[src/rtl/mem_port_arbiter_pkg.sv]
// Shared state encodings, grant ids and default widths for the memory port arbiter.
package mem_port_arbiter_pkg;

    typedef enum logic [1:0] {
        IDLE = 2'd0,
        BUSY = 2'd1,
        RESP = 2'd2
    } state_t;

    typedef enum logic {
        GNT_IF = 1'b0,
        GNT_DM = 1'b1
    } gnt_t;

    localparam int DEF_DATA_WIDTH     = 32;
    localparam int DEF_ADDR_WIDTH     = 32;
    localparam int DEF_MAX_DATA_BURST = 4;
    localparam int DEF_TIMEOUT        = 16;

    // Bits needed to hold 0..max_val, never less than one.
    function automatic int cnt_width(input int max_val);
        return (max_val < 1) ? 1 : $clog2(max_val + 1);
    endfunction

endpackage

[src/rtl/mem_port_arbiter_if.sv]
// Fetch, data and memory-side signals of the arbiter; slave is the arbiter, master the environment.
interface mem_port_arbiter_if
    import mem_port_arbiter_pkg::*;
#(
    parameter int DATA_WIDTH = DEF_DATA_WIDTH,
    parameter int ADDR_WIDTH = DEF_ADDR_WIDTH
);
    logic                  if_req_i;
    logic [ADDR_WIDTH-1:0] if_addr_i;
    logic [DATA_WIDTH-1:0] if_rdata_o;
    logic                  if_ack_o;

    logic                  dm_req_i;
    logic                  dm_we_i;
    logic [ADDR_WIDTH-1:0] dm_addr_i;
    logic [DATA_WIDTH-1:0] dm_wdata_i;
    logic [DATA_WIDTH-1:0] dm_rdata_o;
    logic                  dm_ack_o;

    logic                  mem_req_o;
    logic                  mem_we_o;
    logic [ADDR_WIDTH-1:0] mem_addr_o;
    logic [DATA_WIDTH-1:0] mem_wdata_o;
    logic [DATA_WIDTH-1:0] mem_rdata_i;
    logic                  mem_ack_i;

    logic                  stall_o;
    logic                  err_o;

    modport slave (
        input  if_req_i, if_addr_i,
        input  dm_req_i, dm_we_i, dm_addr_i, dm_wdata_i,
        input  mem_rdata_i, mem_ack_i,
        output if_rdata_o, if_ack_o, dm_rdata_o, dm_ack_o,
        output mem_req_o, mem_we_o, mem_addr_o, mem_wdata_o,
        output stall_o, err_o
    );

    modport master (
        output if_req_i, if_addr_i,
        output dm_req_i, dm_we_i, dm_addr_i, dm_wdata_i,
        output mem_rdata_i, mem_ack_i,
        input  if_rdata_o, if_ack_o, dm_rdata_o, dm_ack_o,
        input  mem_req_o, mem_we_o, mem_addr_o, mem_wdata_o,
        input  stall_o, err_o
    );

endinterface

[src/rtl/arb_watchdog.sv]
// Purpose: counts cycles of an outstanding memory access and flags expiry.
// Latency: expire is combinational on the cycle the count reaches TIMEOUT-1.
// Backpressure: none; TIMEOUT = 0 ties expire low.
module arb_watchdog
    import mem_port_arbiter_pkg::*;
#(
    parameter int TIMEOUT = DEF_TIMEOUT
) (
    input  logic clk,
    input  logic reset,
    input  logic en,
    input  logic clr,
    output logic expire
);

    localparam int CW = cnt_width(TIMEOUT);

    generate
        if (TIMEOUT == 0) begin : g_off
            logic unused_in;
            assign unused_in = ^{clk, reset, en, clr};
            assign expire    = 1'b0;
        end else begin : g_on
            logic [CW-1:0] cnt_q;

            always_ff @(posedge clk or negedge reset) begin
                if (!reset) begin
                    cnt_q <= '0;
                end else if (clr) begin
                    cnt_q <= '0;
                end else if (en) begin
                    cnt_q <= cnt_q + 1'b1;
                end
            end

            assign expire = en && (cnt_q == CW'(TIMEOUT - 1));
        end
    endgenerate

endmodule

[src/rtl/mem_port_arbiter.sv]
// Purpose: shares one single-port memory between fetch (read-only) and data (load/store).
// Latency: grant to ack = memory latency + 2 cycles; one access in flight, no back-to-back grants.
// Backpressure: requests are levels held until ack; stall_o is high while any request is unacked.
module mem_port_arbiter
    import mem_port_arbiter_pkg::*;
#(
    parameter int DATA_WIDTH     = DEF_DATA_WIDTH,
    parameter int ADDR_WIDTH     = DEF_ADDR_WIDTH,
    parameter int MAX_DATA_BURST = DEF_MAX_DATA_BURST,
    parameter int TIMEOUT        = DEF_TIMEOUT
) (
    input  logic              clk,
    input  logic              reset,
    mem_port_arbiter_if.slave bus
);

    localparam int            BW        = cnt_width(MAX_DATA_BURST);
    localparam logic [BW-1:0] BURST_MAX = BW'(MAX_DATA_BURST);

    state_t                state_q, state_d;
    gnt_t                  gnt_q;
    logic                  we_q;
    logic [ADDR_WIDTH-1:0] addr_q;
    logic [DATA_WIDTH-1:0] wdata_q;
    logic [DATA_WIDTH-1:0] if_rdata_q;
    logic [DATA_WIDTH-1:0] dm_rdata_q;
    logic                  abort_q;
    logic [BW-1:0]         burst_q;

    logic                  grant_vld;
    logic                  grant_dm;
    logic                  mem_req;
    logic                  resp;
    logic                  expire;

    // Data wins contested arbitration until it has used its burst allowance.
    assign grant_vld = (state_q == IDLE) && (bus.if_req_i || bus.dm_req_i);
    assign grant_dm  = bus.dm_req_i && !(bus.if_req_i && (burst_q == BURST_MAX));

    always_ff @(posedge clk or negedge reset) begin
        if (!reset) begin
            state_q <= IDLE;
        end else begin
            state_q <= state_d;
        end
    end

    always_comb begin
        state_d = state_q;
        mem_req = 1'b0;
        resp    = 1'b0;
        unique case (state_q)
            IDLE: begin
                if (bus.if_req_i || bus.dm_req_i) state_d = BUSY;
            end
            BUSY: begin
                mem_req = 1'b1;
                if (bus.mem_ack_i || expire) state_d = RESP;
            end
            RESP: begin
                resp    = 1'b1;
                state_d = IDLE;
            end
            default: state_d = IDLE;
        endcase
    end

    arb_watchdog #(
        .TIMEOUT (TIMEOUT)
    ) u_watchdog (
        .clk    (clk),
        .reset  (reset),
        .en     (mem_req),
        .clr    (!mem_req),
        .expire (expire)
    );

    always_ff @(posedge clk or negedge reset) begin
        if (!reset) begin
            gnt_q      <= GNT_IF;
            we_q       <= 1'b0;
            addr_q     <= '0;
            wdata_q    <= '0;
            if_rdata_q <= '0;
            dm_rdata_q <= '0;
            abort_q    <= 1'b0;
            burst_q    <= '0;
        end else begin
            if (grant_vld) begin
                gnt_q   <= grant_dm ? GNT_DM : GNT_IF;
                addr_q  <= grant_dm ? bus.dm_addr_i : bus.if_addr_i;
                we_q    <= grant_dm && bus.dm_we_i;
                wdata_q <= grant_dm ? bus.dm_wdata_i : '0;
                abort_q <= 1'b0;
                if (!grant_dm) begin
                    burst_q <= '0;
                end else if (bus.if_req_i && (burst_q != BURST_MAX)) begin
                    burst_q <= burst_q + 1'b1;
                end
            end
            // A late ack on the expiry cycle still completes normally.
            if (mem_req && bus.mem_ack_i) begin
                if (gnt_q == GNT_IF) if_rdata_q <= bus.mem_rdata_i;
                else                 dm_rdata_q <= we_q ? '0 : bus.mem_rdata_i;
            end else if (mem_req && expire) begin
                if (gnt_q == GNT_IF) if_rdata_q <= '0;
                else                 dm_rdata_q <= '0;
                abort_q <= 1'b1;
            end
        end
    end

    assign bus.mem_req_o   = mem_req;
    assign bus.mem_we_o    = mem_req && we_q;
    assign bus.mem_addr_o  = addr_q;
    assign bus.mem_wdata_o = wdata_q;

    assign bus.if_ack_o    = resp && (gnt_q == GNT_IF);
    assign bus.dm_ack_o    = resp && (gnt_q == GNT_DM);
    assign bus.if_rdata_o  = if_rdata_q;
    assign bus.dm_rdata_o  = dm_rdata_q;
    assign bus.err_o       = resp && abort_q;

    assign bus.stall_o     = (bus.if_req_i && !bus.if_ack_o) || (bus.dm_req_i && !bus.dm_ack_o);

endmodule
[src/flat_wrapper.sv]
// flat-port wrapper written by rule: the top's interface ports become plain ports
module mem_port_arbiter_flat import mem_port_arbiter_pkg::*;
#(
    parameter int DATA_WIDTH     = DEF_DATA_WIDTH,
    parameter int ADDR_WIDTH     = DEF_ADDR_WIDTH,
    parameter int MAX_DATA_BURST = DEF_MAX_DATA_BURST,
    parameter int TIMEOUT        = DEF_TIMEOUT
)
  (clk, reset, bus_if_req_i, bus_if_addr_i, bus_dm_req_i, bus_dm_we_i, bus_dm_addr_i, bus_dm_wdata_i, bus_mem_rdata_i, bus_mem_ack_i, bus_if_rdata_o, bus_if_ack_o, bus_dm_rdata_o, bus_dm_ack_o, bus_mem_req_o, bus_mem_we_o, bus_mem_addr_o, bus_mem_wdata_o, bus_stall_o, bus_err_o);
  mem_port_arbiter_if #(.DATA_WIDTH(DATA_WIDTH), .ADDR_WIDTH(ADDR_WIDTH)) bus_i ();
  input  logic clk;
  input  logic reset;
  input wire logic [$bits(bus_i.if_req_i)-1:0] bus_if_req_i;
  input wire logic [$bits(bus_i.if_addr_i)-1:0] bus_if_addr_i;
  input wire logic [$bits(bus_i.dm_req_i)-1:0] bus_dm_req_i;
  input wire logic [$bits(bus_i.dm_we_i)-1:0] bus_dm_we_i;
  input wire logic [$bits(bus_i.dm_addr_i)-1:0] bus_dm_addr_i;
  input wire logic [$bits(bus_i.dm_wdata_i)-1:0] bus_dm_wdata_i;
  input wire logic [$bits(bus_i.mem_rdata_i)-1:0] bus_mem_rdata_i;
  input wire logic [$bits(bus_i.mem_ack_i)-1:0] bus_mem_ack_i;
  output wire logic [$bits(bus_i.if_rdata_o)-1:0] bus_if_rdata_o;
  output wire logic [$bits(bus_i.if_ack_o)-1:0] bus_if_ack_o;
  output wire logic [$bits(bus_i.dm_rdata_o)-1:0] bus_dm_rdata_o;
  output wire logic [$bits(bus_i.dm_ack_o)-1:0] bus_dm_ack_o;
  output wire logic [$bits(bus_i.mem_req_o)-1:0] bus_mem_req_o;
  output wire logic [$bits(bus_i.mem_we_o)-1:0] bus_mem_we_o;
  output wire logic [$bits(bus_i.mem_addr_o)-1:0] bus_mem_addr_o;
  output wire logic [$bits(bus_i.mem_wdata_o)-1:0] bus_mem_wdata_o;
  output wire logic [$bits(bus_i.stall_o)-1:0] bus_stall_o;
  output wire logic [$bits(bus_i.err_o)-1:0] bus_err_o;
  assign bus_i.if_req_i = bus_if_req_i;
  assign bus_i.if_addr_i = bus_if_addr_i;
  assign bus_i.dm_req_i = bus_dm_req_i;
  assign bus_i.dm_we_i = bus_dm_we_i;
  assign bus_i.dm_addr_i = bus_dm_addr_i;
  assign bus_i.dm_wdata_i = bus_dm_wdata_i;
  assign bus_i.mem_rdata_i = bus_mem_rdata_i;
  assign bus_i.mem_ack_i = bus_mem_ack_i;
  assign bus_if_rdata_o = bus_i.if_rdata_o;
  assign bus_if_ack_o = bus_i.if_ack_o;
  assign bus_dm_rdata_o = bus_i.dm_rdata_o;
  assign bus_dm_ack_o = bus_i.dm_ack_o;
  assign bus_mem_req_o = bus_i.mem_req_o;
  assign bus_mem_we_o = bus_i.mem_we_o;
  assign bus_mem_addr_o = bus_i.mem_addr_o;
  assign bus_mem_wdata_o = bus_i.mem_wdata_o;
  assign bus_stall_o = bus_i.stall_o;
  assign bus_err_o = bus_i.err_o;
  mem_port_arbiter #(.DATA_WIDTH(DATA_WIDTH), .ADDR_WIDTH(ADDR_WIDTH), .MAX_DATA_BURST(MAX_DATA_BURST), .TIMEOUT(TIMEOUT)) u_core (.clk(clk), .reset(reset), .bus(bus_i));
endmodule
[config.mk]
export PLATFORM = sky130hd
export DESIGN_NAME = mem_port_arbiter_flat
export DESIGN_NICKNAME = d
export VERILOG_FILES = /design/src/rtl/mem_port_arbiter_pkg.sv /design/src/rtl/mem_port_arbiter_if.sv /design/src/rtl/arb_watchdog.sv /design/src/rtl/mem_port_arbiter.sv /design/src/flat_wrapper.sv
export SDC_FILE = /design/constraint.sdc
export NUM_CORES = 1
export LEC_CHECK = 0
export CAP_MARGIN = 20
export CORE_MARGIN = 2
export CORE_UTILIZATION = 43
export DETAILED_ROUTE_END_ITERATION = 6
export PLACE_DENSITY = 0.83
export REMOVE_ABC_BUFFERS = 1
export SYNTH_ARGS = -nofsm -noshare
export SYNTH_HDL_FRONTEND = slang
export SYNTH_HIERARCHICAL = 1
export SYNTH_SLANG_ARGS = --single-unit
[constraint.sdc]
create_clock -name clk -period 3 [get_ports clk]
set_clock_uncertainty 0.05 [all_clocks]
set_input_delay 0.45 -clock clk [delete_from_list [all_inputs] [get_ports clk]]
set_output_delay 0.45 -clock clk [all_outputs]
set_load 0.005 [all_outputs]
==> summary.json, run 1 <==
{
  "status": "finished, final reports clean",
  "ys_async_sr_fraction": 1.00,
  "postPlaceCellArea_um2": 9090,
  "yosys.cell_count.top_type": "sky130_fd_sc_hd__dfrtp_1",
  "cts.sink_count": 141,
  "syn_avg_cell_area_um2": 11.7,
  "ys.flop_type": "sky130_fd_sc_hd__dfrtp_1",
  "clkTransAtPathRegs_ns": 0.06,
  "root_buffer": "sky130_fd_sc_hd__clkbuf_16",
  "fp.dieH_um": 125,
  "final_nets": 926,
  "drt_pre_antenna_iters": 5,
  "period_share": 0.883,
  "post_synth_num_cell_types": 42,
  "grt-ovfl-total": 0,
  "antenna_violations_before_repair": 0,
  "synth.top_cells.by_area": "sky130_fd_sc_hd__dfrtp_1 (56%), sky130_fd_sc_hd__a22o_1 (9.6%), sky130_fd_sc_hd__o221ai_2 (7.2%)",
  "critical_path.startpoint_type": "flip-flop",
  "holdCritPathClass": "primary input to async pin",
  "detail-route-antenna-nets": 0,
  "maxSlewViolCount": 0,
  "initial_cell_density_of_the_core": 0.436,
  "detail_route.vias_per_cell": 5.53,
  "post-route-util": 0.670,
  "netlist.top_cell.by_area": "sky130_fd_sc_hd__dfrtp_1",
  "rsz_0062_raised_after_global_routing": "false",
  "setup.worst_path.end_class": "primary output",
  "synth-seq-cells": 141,
  "areaGrowthSynthToFinish_pct": 53.5,
  "arrival_ns": 2.15,
  "yosysTopAreaCellShare": 0.561,
  "path_class": "flip-flop to primary output",
  "grt_first_pass_wirelength_mm": 30.8,
  "required_time_of_the_critical_path_ns": 2.50,
  "worst-path-max-fanout": 12,
  "synth_cells": 537,
  "detailed_placer_s_ending_hpwl_mm": 13.2,
  "clock_tree.htree_level_count": 4,
  "synth_edf_count": 0,
  "cts-root-to-sink-buffers": 2,
  "remaining_drc_errors": 0,
  "finalWeightedCongestion": 0.815,
  "post_cts.resized_instances": 0,
  "synth.cells.most_frequent": "sky130_fd_sc_hd__dfrtp_1 (141), sky130_fd_sc_hd__a22o_1 (69), sky130_fd_sc_hd__inv_1 (67), sky130_fd_sc_hd__nand3_1 (33), sky130_fd_sc_hd__nand4_1 (33)",
  "worst_ir_drop_vdd_mv": 0.512,
  "fin_crit_ns": 2.65,
  "die_w_um": 125,
  "synth_sequential_area_ratio": 0.561,
  "die_area_um2": 15600,
  "setup_violations": 0,
  "yosys_warnings": 6,
  "timing.hold.ws_ns": 0.0168,
  "grt_pass1_vias": 5631,
  "post-layout-total-power_mw": 9.96,
  "cts_post_setup_buffers_inserted": 0,
  "gr-usage-all-layers": 0.246,
  "clock.fmax_mhz": 377,
  "cts.hold.buffers_added": 0,
  "netlist_area_um2": 6290,
  "drive_gt1_frac": 0.114,
  "tritoncts": "done",
  "std_cell_rows": 44,
  "timing.max_cap.violations": 0,
  "design.portCount": 268,
  "number_of_buffers_created_by_cts": 17,
  "core-area_um2": 14400,
  "totalWireLength_mm": 19.2,
  "finish.instance_area_um2": 9660,
  "maximum_number_of_pins_on_one_net_before_global_route_repair": 83,
  "worst_pin_slew_ns": 0.975,
  "via_count": 5440,
  "first_iter_violations": 396,
  "numPortBuffers": 267,
  "clock_latency_ns": 0.41,
  "drt-wirelength-per-cell_um": 19.5,
  "p_leak_nw": 4.12,
  "power-per-cell-area_nw_per_um2": 1030,
  "final-hold-violation-count": 0,
  "maxSlewHeadroom": 0.350,
  "n_antenna_cell": 0
}
where the power goes:
group | leakage [nW] | total [mW] | internal [mW] | switching [mW]
registers | 1.78 | 3.38 | 2.82 | 0.561
logic | 2.06 | 4.53 | 2.60 | 1.92
clock network | 0.282 | 2.06 | 1.26 | 0.801
total | 4.12 | 9.96 | 6.68 | 3.29
through the flow:
step	worst slack, ns	instances	TNS (ns)
2_1_floorplan	-1.17	485	-71.31
3_5_place_dp	0.341	953	0
6_report	0.350	984	0
4_1_cts	0.302	984	0
5_1_grt	0.236	984	0
3_3_place_gp	0.433	953	0
layer usage:
| layer | part of all wire | vias up | GRT usage |
|---|---|---|---|
| li1 | - | 2483 | - |
| met1 | 0.41 | 2701 | 0.316 |
| met2 | 0.52 | 223 | 0.416 |
| met3 | 0.055 | 33 | 0.0573 |
| met4 | 0.020 | 0 | 0.0778 |
| met5 | 0 | - | 0 |
state kept, by name, summed over array words and instances (netlist names):
name and flops:
u_core/bus.dm_rdata_o 32, u_core/bus.if_rdata_o 32, u_core/bus.mem_addr_o 32, u_core/bus.mem_wdata_o 32, u_core/u_watchdog/g_on.cnt_q 5, u_core/burst_q 3, u_core/state_q 2, u_core/abort_q 1
u_core/gnt_q 1, u_core/we_q 1
final cells by class:
| class | count | area [um^2] |
|---|---|---|
| flip-flops and latches | 141 | 3530 |
| well taps | 184 | 230 |
| clock buffers | 20 | 457 |
| fillers | 1069 | 4760 |
| multi-input cells | 276 | 2250 |
| repair buffers | 284 | 2830 |
| clock inverters | 11 | 118 |
| inverters | 68 | 255 |
cells in the final DEF (no fill, tap or decap), types with 3 or more instances in the layout:
cell type                         count
sky130_fd_sc_hd__o221ai_2            30
sky130_fd_sc_hd__and2_1               4
sky130_fd_sc_hd__dfrtp_1            141
sky130_fd_sc_hd__nand3b_1             3
sky130_fd_sc_hd__clkdlybuf4s50_1    266
sky130_fd_sc_hd__inv_1               67
sky130_fd_sc_hd__clkinv_2             5
sky130_fd_sc_hd__nand4b_1            28
sky130_fd_sc_hd__clkbuf_16           17
sky130_fd_sc_hd__o21ai_0             30
sky130_fd_sc_hd__nand3_1             33
sky130_fd_sc_hd__a22o_1              69
sky130_fd_sc_hd__nor2b_1              3
sky130_fd_sc_hd__buf_4               15
sky130_fd_sc_hd__nor2_1               7
sky130_fd_sc_hd__ha_1                 4
sky130_fd_sc_hd__nand2_1              4
sky130_fd_sc_hd__nand4_1             33
critical path, cell delays in order, from the launching register on:
cell and delay, ns:
sky130_fd_sc_hd__dfrtp_1 0.43, sky130_fd_sc_hd__and2b_1 0.54, sky130_fd_sc_hd__and2_1 0.25, sky130_fd_sc_hd__clkdlybuf4s50_1 0.52
final timing paths:
check | start | end | slack [ns] | depth (start not counted)
max | u_core/state_q[1] | bus_mem_we_o | 0.35 | 3
min | reset | u_core/bus.dm_rdata_o[5] | 0.02 | 1
max reg2reg | u_core/u_watchdog/g_on.cnt_q[0] | u_core/bus.dm_rdata_o[13] | 0.59 | 8
min reg2reg | u_core/bus.dm_rdata_o[30] | u_core/bus.dm_rdata_o[30] | 0.45 | 1
max in group asynchronous | reset | u_core/bus.mem_addr_o[24] | 2.13 | 2
min in group clk | u_core/bus.dm_rdata_o[30] | u_core/bus.dm_rdata_o[30] | 0.45 | 1
logic make-up (layout without fill, tap and decap cells):
group	count (synthesis)	after routing	share of synthesized area
flip-flops	141	141	0.561
buffers and inverters	120	383	0.0849
XOR/XNOR	1	1	0.00139
AND/OR/NAND/NOR	131	131	0.138
adder cells (fa/ha/maj)	4	4	0.00795
multiplexers	2	2	0.00398
AO/OA/AOI/OAI	138	138	0.203
Note: power is estimated with default switching activity, not from simulation.
==> run 2: changes to the inputs <==
--- a/config.mk
+++ b/config.mk
@@ -5,7 +5,7 @@
 export SDC_FILE = /design/constraint.sdc
 export NUM_CORES = 1
 export LEC_CHECK = 0
-export CAP_MARGIN = 20
+export CAP_MARGIN = 15
 export CORE_MARGIN = 2
 export CORE_UTILIZATION = 43
 export DETAILED_ROUTE_END_ITERATION = 6
==> results of run 2 <==
The final DEF is identical to that of run 1; final timing and power are the same.
